`config.mk`:
```
export PLATFORM = sky130hd
export DESIGN_NAME = synapse_integrator
export DESIGN_NICKNAME = d
export VERILOG_FILES = /design/src/rtl/synapse_integrator.sv
export SDC_FILE = /design/constraint.sdc
export NUM_CORES = 1
export LEC_CHECK = 0
export BUFFER_PORTS_ARGS = -buffer_cell sky130_fd_sc_hd__buf_2
export CAP_MARGIN = 10
export CORE_UTILIZATION = 45
export CTS_BUF_LIST = sky130_fd_sc_hd__clkbuf_8
export CTS_CLUSTER_SIZE = 10
export DETAILED_ROUTE_END_ITERATION = 8
export PLACE_DENSITY = 0.65
export SYNTH_ARGS = -nofsm -noshare
export SYNTH_HDL_FRONTEND = slang
export SYNTH_SLANG_ARGS = --single-unit
```
`constraint.sdc`:
```
create_clock -name neuron_clk -period 10.69 [get_ports neuron_clk]
set_clock_uncertainty 0.15 [all_clocks]
set_input_delay 2.138 -clock neuron_clk [delete_from_list [all_inputs] [get_ports neuron_clk]]
set_output_delay 2.138 -clock neuron_clk [all_outputs]
set_load 0.02 [all_outputs]
```
`src/rtl/synapse_integrator.sv`:
```
// synapse_integrator: per-timestep synaptic integration for one neuron.
// A start pulse snapshots the axon spike vector. The block then scans every
// axon once and accumulates the weights of the set axons, which are read from
// an external synchronous weight memory. Leak is applied and the result is
// saturated and compared against threshold. The outcome is a registered
// potential plus one-cycle fire/done pulses.
module synapse_integrator #(
  parameter int AXON_CNT_BIT_WIDTH = 1,
  parameter int WEIGHT_WIDTH       = 16,
  parameter int POTENTIAL_WIDTH    = 16,
  parameter int THRESHOLD          = 10,
  parameter int LEAK               = 1,
  parameter int RESET_POTENTIAL    = 0
) (
  input  logic                                 neuron_clk,
  input  logic                                 rst_n,
  input  logic                                 start,
  input  logic [(1<<AXON_CNT_BIT_WIDTH)-1:0]   spike,
  output logic                                 weight_rd_en,
  output logic [AXON_CNT_BIT_WIDTH-1:0]        weight_addr,
  input  logic [WEIGHT_WIDTH-1:0]              weight_data,
  output logic [POTENTIAL_WIDTH-1:0]           potential,
  output logic                                 fire,
  output logic                                 done,
  output logic                                 busy
);

  localparam int N  = 1 << AXON_CNT_BIT_WIDTH;
  // Accumulator holds N weights with headroom, so it can never overflow.
  localparam int AW = WEIGHT_WIDTH + AXON_CNT_BIT_WIDTH + 1;
  // Sum width covers potential + acc - leak without wrap.
  localparam int SW = ((POTENTIAL_WIDTH > AW) ? POTENTIAL_WIDTH : AW) + 2;

  localparam logic signed [SW-1:0] LEAK_S = SW'(LEAK);
  localparam logic signed [SW-1:0] P_MAX  =
    {{(SW-POTENTIAL_WIDTH+1){1'b0}}, {(POTENTIAL_WIDTH-1){1'b1}}};
  localparam logic signed [SW-1:0] P_MIN  =
    {{(SW-POTENTIAL_WIDTH+1){1'b1}}, {(POTENTIAL_WIDTH-1){1'b0}}};
  localparam logic signed [POTENTIAL_WIDTH-1:0] TH_S   = POTENTIAL_WIDTH'(THRESHOLD);
  localparam logic signed [POTENTIAL_WIDTH-1:0] RST_S  = POTENTIAL_WIDTH'(RESET_POTENTIAL);
  localparam logic [AXON_CNT_BIT_WIDTH-1:0]     LAST_IDX = {AXON_CNT_BIT_WIDTH{1'b1}};

  typedef enum logic [1:0] {
    IDLE   = 2'd0,
    SCAN   = 2'd1,
    DRAIN  = 2'd2,
    UPDATE = 2'd3
  } state_t;

  state_t                              state_reg;
  state_t                              state_next;
  logic [N-1:0]                        snap_reg;
  logic [AXON_CNT_BIT_WIDTH-1:0]       idx_reg;
  logic                                rd_pend_reg;
  logic signed [AW-1:0]                acc_reg;
  logic signed [POTENTIAL_WIDTH-1:0]   potential_reg;
  logic                                fire_reg;
  logic                                done_reg;

  logic signed [AW-1:0]                weight_ext;
  logic signed [SW-1:0]                sum_full;
  logic signed [POTENTIAL_WIDTH-1:0]   sat;

  // State register.
  always_ff @(posedge neuron_clk or negedge rst_n) begin
    if (!rst_n) begin
      state_reg <= IDLE;
    end else begin
      state_reg <= state_next;
    end
  end

  // Next-state logic. A start seen outside IDLE is dropped, not queued.
  always_comb begin
    state_next = state_reg;
    case (state_reg)
      IDLE:    if (start) state_next = SCAN;
      SCAN:    if (idx_reg == LAST_IDX) state_next = DRAIN;
      DRAIN:   state_next = UPDATE;
      UPDATE:  state_next = IDLE;
      default: state_next = IDLE;
    endcase
  end

  // FSM outputs: one memory slot per axon, read only for snapshot bits that are set.
  always_comb begin
    weight_rd_en = (state_reg == SCAN) && snap_reg[idx_reg];
    weight_addr  = idx_reg;
    busy         = (state_reg != IDLE);
  end

  // Weight sign extension and leak/saturation arithmetic for the update step.
  always_comb begin
    weight_ext = {{(AW-WEIGHT_WIDTH){weight_data[WEIGHT_WIDTH-1]}}, weight_data};
    sum_full   = $signed({{(SW-POTENTIAL_WIDTH){potential_reg[POTENTIAL_WIDTH-1]}}, potential_reg})
               + $signed({{(SW-AW){acc_reg[AW-1]}}, acc_reg})
               - LEAK_S;
    if (sum_full > P_MAX) begin
      sat = P_MAX[POTENTIAL_WIDTH-1:0];
    end else if (sum_full < P_MIN) begin
      sat = P_MIN[POTENTIAL_WIDTH-1:0];
    end else begin
      sat = sum_full[POTENTIAL_WIDTH-1:0];
    end
  end

  // Snapshot, scan index, read-pending flag and accumulator.
  always_ff @(posedge neuron_clk or negedge rst_n) begin
    if (!rst_n) begin
      snap_reg    <= '0;
      idx_reg     <= '0;
      rd_pend_reg <= 1'b0;
      acc_reg     <= '0;
    end else begin
      // Memory data lands one cycle after the strobe, so remember the strobe.
      rd_pend_reg <= weight_rd_en;
      if (state_reg == IDLE && start) begin
        snap_reg <= spike;
        idx_reg  <= '0;
        acc_reg  <= '0;
      end else begin
        if (state_reg == SCAN) begin
          idx_reg <= idx_reg + 1'b1;
        end
        if (rd_pend_reg) begin
          acc_reg <= acc_reg + weight_ext;
        end
      end
    end
  end

  // Membrane potential update with threshold fire and reset.
  always_ff @(posedge neuron_clk or negedge rst_n) begin
    if (!rst_n) begin
      potential_reg <= '0;
      fire_reg      <= 1'b0;
      done_reg      <= 1'b0;
    end else begin
      fire_reg <= 1'b0;
      done_reg <= 1'b0;
      if (state_reg == UPDATE) begin
        done_reg <= 1'b1;
        if (sat >= TH_S) begin
          potential_reg <= RST_S;
          fire_reg      <= 1'b1;
        end else begin
          potential_reg <= sat;
        end
      end
    end
  end

  assign potential = potential_reg;
  assign fire      = fire_reg;
  assign done      = done_reg;

endmodule

```
# Word level (Yosys, flattened, before mapping)
# Cells that the tools add are included.
# op_classes
shift,0
n_div,0
bitwise_logic,0
reduce_logical,7
n_mux,15
add_sub_neg,4
eq_ne,5
magnitude_cmp,4
n_mul,0
# op_table
cell,count
16-bit 2-to-1 mux,3
18-bit 2-to-1 mux,2
"20-bit by 16-bit > comparator with 1-bit output, second input constant",1
"20-bit by 16-bit < comparator with 1-bit output, second input constant",1
"19-bit by 2-bit subtractor with 20-bit output, second input constant",1
16-bit by 18-bit adder with 19-bit output,1
18-bit by 16-bit adder with 18-bit output,1
"16-bit by 5-bit >= comparator with 1-bit output, second input constant",1
2-bit one-hot mux with 4 select lines,1
1-bit 2-to-1 mux,7
2-bit nonzero test,3
"2-bit equality test, second input constant",2
2-bit 2-to-1 mux,2
"2-bit != test, second input constant",2
"2-bit by 1-bit equality test with 1-bit output, second input constant",1
1-bit logical AND,2
2-bit zero test,1
"1-bit by 2-bit < comparator with 1-bit output, second input constant",1
2-bit AND reduction,1
"1-bit adder, second input constant",1
# word_totals
regBits,42
latch_bits,0
output_inout_bits,21
rom_bits,0
ram_bits,0
memories,0
inputBits,21

# Longest topological paths before layout
# depth
ltp_word,8
mapped_depth,15

# Worst setup path after synthesis
# Ideal clock, no wire load.
# synth_timing
path_type,in2reg
from,input weight_data[1]
to,register acc_reg[15]
path_stages,9
setup_ps,132
required_time_ps,10408
t_arrival_ps,4250
path_slack_ps,6158
cell_sequence,ha_1 -> a211oi_1 -> o21ai_0 -> a31o_2 -> a41oi_1 -> a2111oi_0 -> or4_1 -> a31oi_1 -> nor2_1
# synth_between
elab_chain_cells,3
# synth_rtl
item,line,source
"start, declared",21,"input logic [WEIGHT_WIDTH-1:0] weight_data,"
18-bit by 16-bit adder with 18-bit output,126,acc_reg <= acc_reg + weight_ext;
18-bit 2-to-1 mux,125,if (rd_pend_reg) begin
18-bit 2-to-1 mux,117,if (state_reg == IDLE && start) begin
"end signal, assigned",126,
"end, declared",55,logic signed [AW-1:0] acc_reg;
# Every way passes these cells. The select of a mux whose other input is x is not followed.
# A chain may end at the register's enable or synchronous reset.

# Worst setup path in the final report
# layout_timing
from,input weight_data[1]
to,register acc_reg[17]
# Same word-level chain as after synthesis.

==> impl_metrics.env <==
export IMPL_outcome="complete, no violations"
export IMPL_ys_types=58
export IMPL_nFillCells=836
export IMPL_grt_max_degree=43
export IMPL_synth_edf_count=0
export IMPL_slew_headroom_pct=34.5
export IMPL_grt_pass1_vias=3395
export IMPL_clk_latency_ns=0.30
export IMPL_netlist_instances=475
export IMPL_synth_area_um2=4050
export IMPL_clock_fmax_ghz=0.216
export IMPL_cp_cell_sequence="buf_2, ha_1, a211oi_1, o21ai_0, a31o_2, a41oi_1, a2111oi_0, o31ai_1, xor2_1, o221ai_1, o31ai_1"
export IMPL_num_rows=34
export IMPL_slew_violations=0
export IMPL_io_pins=42
export IMPL_min_period_ns=4.63
export IMPL_n_antenna_cell=0
export IMPL_dr_pass1_iters=4
export IMPL_num_nets_final=596
export IMPL_crit_required_ns=10.75
export IMPL_synthToLayoutAreaGrowth_pct=9.71
export IMPL_synth_flop_cell="dfrtp_1"
export IMPL_cap_violations=0
export IMPL_reg2reg_from="acc_reg[1]"
export IMPL_cts_tree="built"
export IMPL_drc=0
export IMPL_dieArea_um2=9370
export IMPL_synth_largest_area_cell="dfrtp_1"
export IMPL_gr_total_overflow=0
export IMPL_rsz0062_at_grt="no"
export IMPL_critPathKind="input pin to flop"
export IMPL_endpoint_kind="flop"
export IMPL_r2r_end="potential[0]"
export IMPL_routed_via_density=5.34
export IMPL_crit_end="acc_reg[17]"
export IMPL_synth_async_reset_ratio_pct=100
export IMPL_io_buffers=41
export IMPL_crit_fanout=4
export IMPL_r2r_slack_ns=6.61
export IMPL_cts_resized=0
export IMPL_root_buffer="clkbuf_8"
export IMPL_r2r_cells=14
export IMPL_utilization_pct=50.9
export IMPL_drt_wirelength_per_cell_um=14.1
export IMPL_hp_class="flop to flop"
export IMPL_tns_ns=0
export IMPL_postSynthAreaPerCell_um2=8.52
export IMPL_holdBufCountCts=0
export IMPL_die_height_um=96.8
export IMPL_ys_top_cells_by_area="dfrtp_1 (26%), ha_1 (18%), inv_1 (7.5%)"
export IMPL_cpMostUsedCell="o31ai_1"
export IMPL_synth_seq_cells=42
export IMPL_synth_seq_area_share_pct=26.0
export IMPL_drtAntennaViolNets=0
export IMPL_first_iter_violations=76
export IMPL_clkTransAtPathRegs_ns=0.08
export IMPL_worst_pin_slew_ns=0.983
export IMPL_setup_viol=0
export IMPL_core_area_um2=8720
export IMPL_worstSetupStartpointType="input pin"
export IMPL_slowest_stage="a41oi_1"
export IMPL_vias=3335
export IMPL_finalCritPeriodShare_pct=43.3
export IMPL_syn_nets=555
export IMPL_synth_top_area_share_pct=26.0
export IMPL_ys_warn_count=0
export IMPL_numCtsBuffers=5
export IMPL_hpwl_um=6990
export IMPL_finalHoldViolCount=0
export IMPL_clock_sinks=42
export IMPL_grt_pass1_wl_um=15700
export IMPL_htreeDepth=2
export IMPL_final_layout_size_suffix_gt1_share_pct=14.9
export IMPL_startpoint="weight_data[1]"
export IMPL_max_stage_delay_ns=0.38
export IMPL_gp_congestion=0.878
export IMPL_post_cts_buffers=0
export IMPL_cp_arrival_ns=4.69
export IMPL_drt_wl_total_um=8770
export IMPL_grt_usage_pct=20.0
export IMPL_chipWidth_um=96.8
export IMPL_antenna_found_initial=0
export IMPL_largest_register_ffs=18
export IMPL_start_util_pct=46.4
export IMPL_clk_path_buf_depth=2
[logic make-up (layout without fill, tap and decap cells)]
kind of cell | count (synthesis) | after routing | share of synthesized area [%]
adder cells (fa/ha/maj) | 59 | 59 | 18.6
XOR/XNOR | 25 | 25 | 5.41
AND/OR/NAND/NOR | 115 | 115 | 13.9
flip-flops | 42 | 42 | 26.0
buffers and inverters | 93 | 134 | 9.03
multiplexers | 15 | 15 | 3.80
AO/OA/AOI/OAI | 126 | 126 | 23.2
[cell usage in the layout (no fill, tap or decap), types with 3 or more instances in the layout]
cell,n
a211o_1,3
a211oi_1,14
a211oi_2,10
a21o_1,14
a21oi_1,20
a31o_2,4
a31oi_1,6
and2_1,3
buf_2,41
buf_4,4
clkbuf_8,5
dfrtp_1,42
ha_1,57
inv_1,82
mux2_2,3
mux2i_1,12
nand2_1,21
nand2b_1,8
nand3_1,3
nor2_1,48
nor2b_1,4
nor3_1,11
o211ai_1,4
o21a_1,8
o21ai_0,12
o21ai_1,3
o21bai_1,5
o31ai_1,8
or2_2,3
xnor2_1,19
xor2_1,6
[cell type report]
class | count | area, µm² | share of cell area, %
multi-input combinational | 340 | 2630 | 59.2
sequential | 42 | 1050 | 23.7
inverter | 82 | 308 | 6.94
timing repair buffer | 45 | 235 | 5.30
tap | 108 | 135 | 3.04
clock buffer | 5 | 68.8 | 1.55
clock inverter | 2 | 11.3 | 0.254
[synthesized netlist by cell type, drive strengths merged (2+ instances only)]
cell type	number
a211o	3
a211oi	24
a21o	14
a21oi	21
a31o	4
a31oi	7
a41oi	2
and2	3
and3	2
and4b	2
buf	4
clkbuf	7
dfrtp	42
fa	2
ha	57
inv	81
mux2	3
mux2i	12
nand2	21
nand2b	8
nand3	3
nand4	2
nor2	48
nor2b	4
nor3	11
nor4	3
o211ai	4
o21a	9
o21ai	16
o21bai	5
o31ai	8
or2	3
or3	2
xnor2	19
xor2	6
[per-stage QoR]
| step | setup WS [ns] | instance area [µm²] | cells | hold WS [ns] |
|---|---|---|---|---|
| floorplan | 6.16 | 4050 | 475 | 0.330 |
| global placement | 5.83 | 4360 | 617 | 0.343 |
| detailed placement | 5.76 | 4360 | 617 | 0.358 |
| CTS | 6.07 | 4440 | 624 | 0.377 |
| global route | 5.80 | 4440 | 624 | 0.397 |
| finish | 6.06 | 4440 | 624 | 0.369 |
[routing by layer]
metal / routed length (µm) / GRT usage, % / vias to the layer above
met1: 4280 / 27.3 / 1553
met3: 234 / 2.46 / 5
met4: 77 / 4.25 / 0
met2: 4170 / 33.8 / 45
met5: 0 / 0 / -
li1: - / - / 1732
[worst max-delay path, delay by kind of cell]
kind,cells,cell delay (ns)
buffers and inverters,1,0.11
adders and majority gates,1,0.31
xor gates and xnor gates,1,0.23
AOI/OAI and AO/OA,8,1.92
[worst min path at each step]
stage / cells past startpoint / from / slack [ns] / endpoint
6_report: 1 / snap_reg[1] / 0.37 / snap_reg[1]
5_1_grt: 1 / snap_reg[1] / 0.40 / snap_reg[1]
4_1_cts: 1 / snap_reg[1] / 0.38 / snap_reg[1]
3_5_place_dp: 1 / snap_reg[1] / 0.36 / snap_reg[1]
3_3_place_gp: 1 / snap_reg[1] / 0.34 / snap_reg[1]
2_1_floorplan: 1 / snap_reg[0] / 0.33 / snap_reg[0]
Power is not shown: default switching activity piles up to over one toggle a cycle in this logic, so the estimate is an artifact.
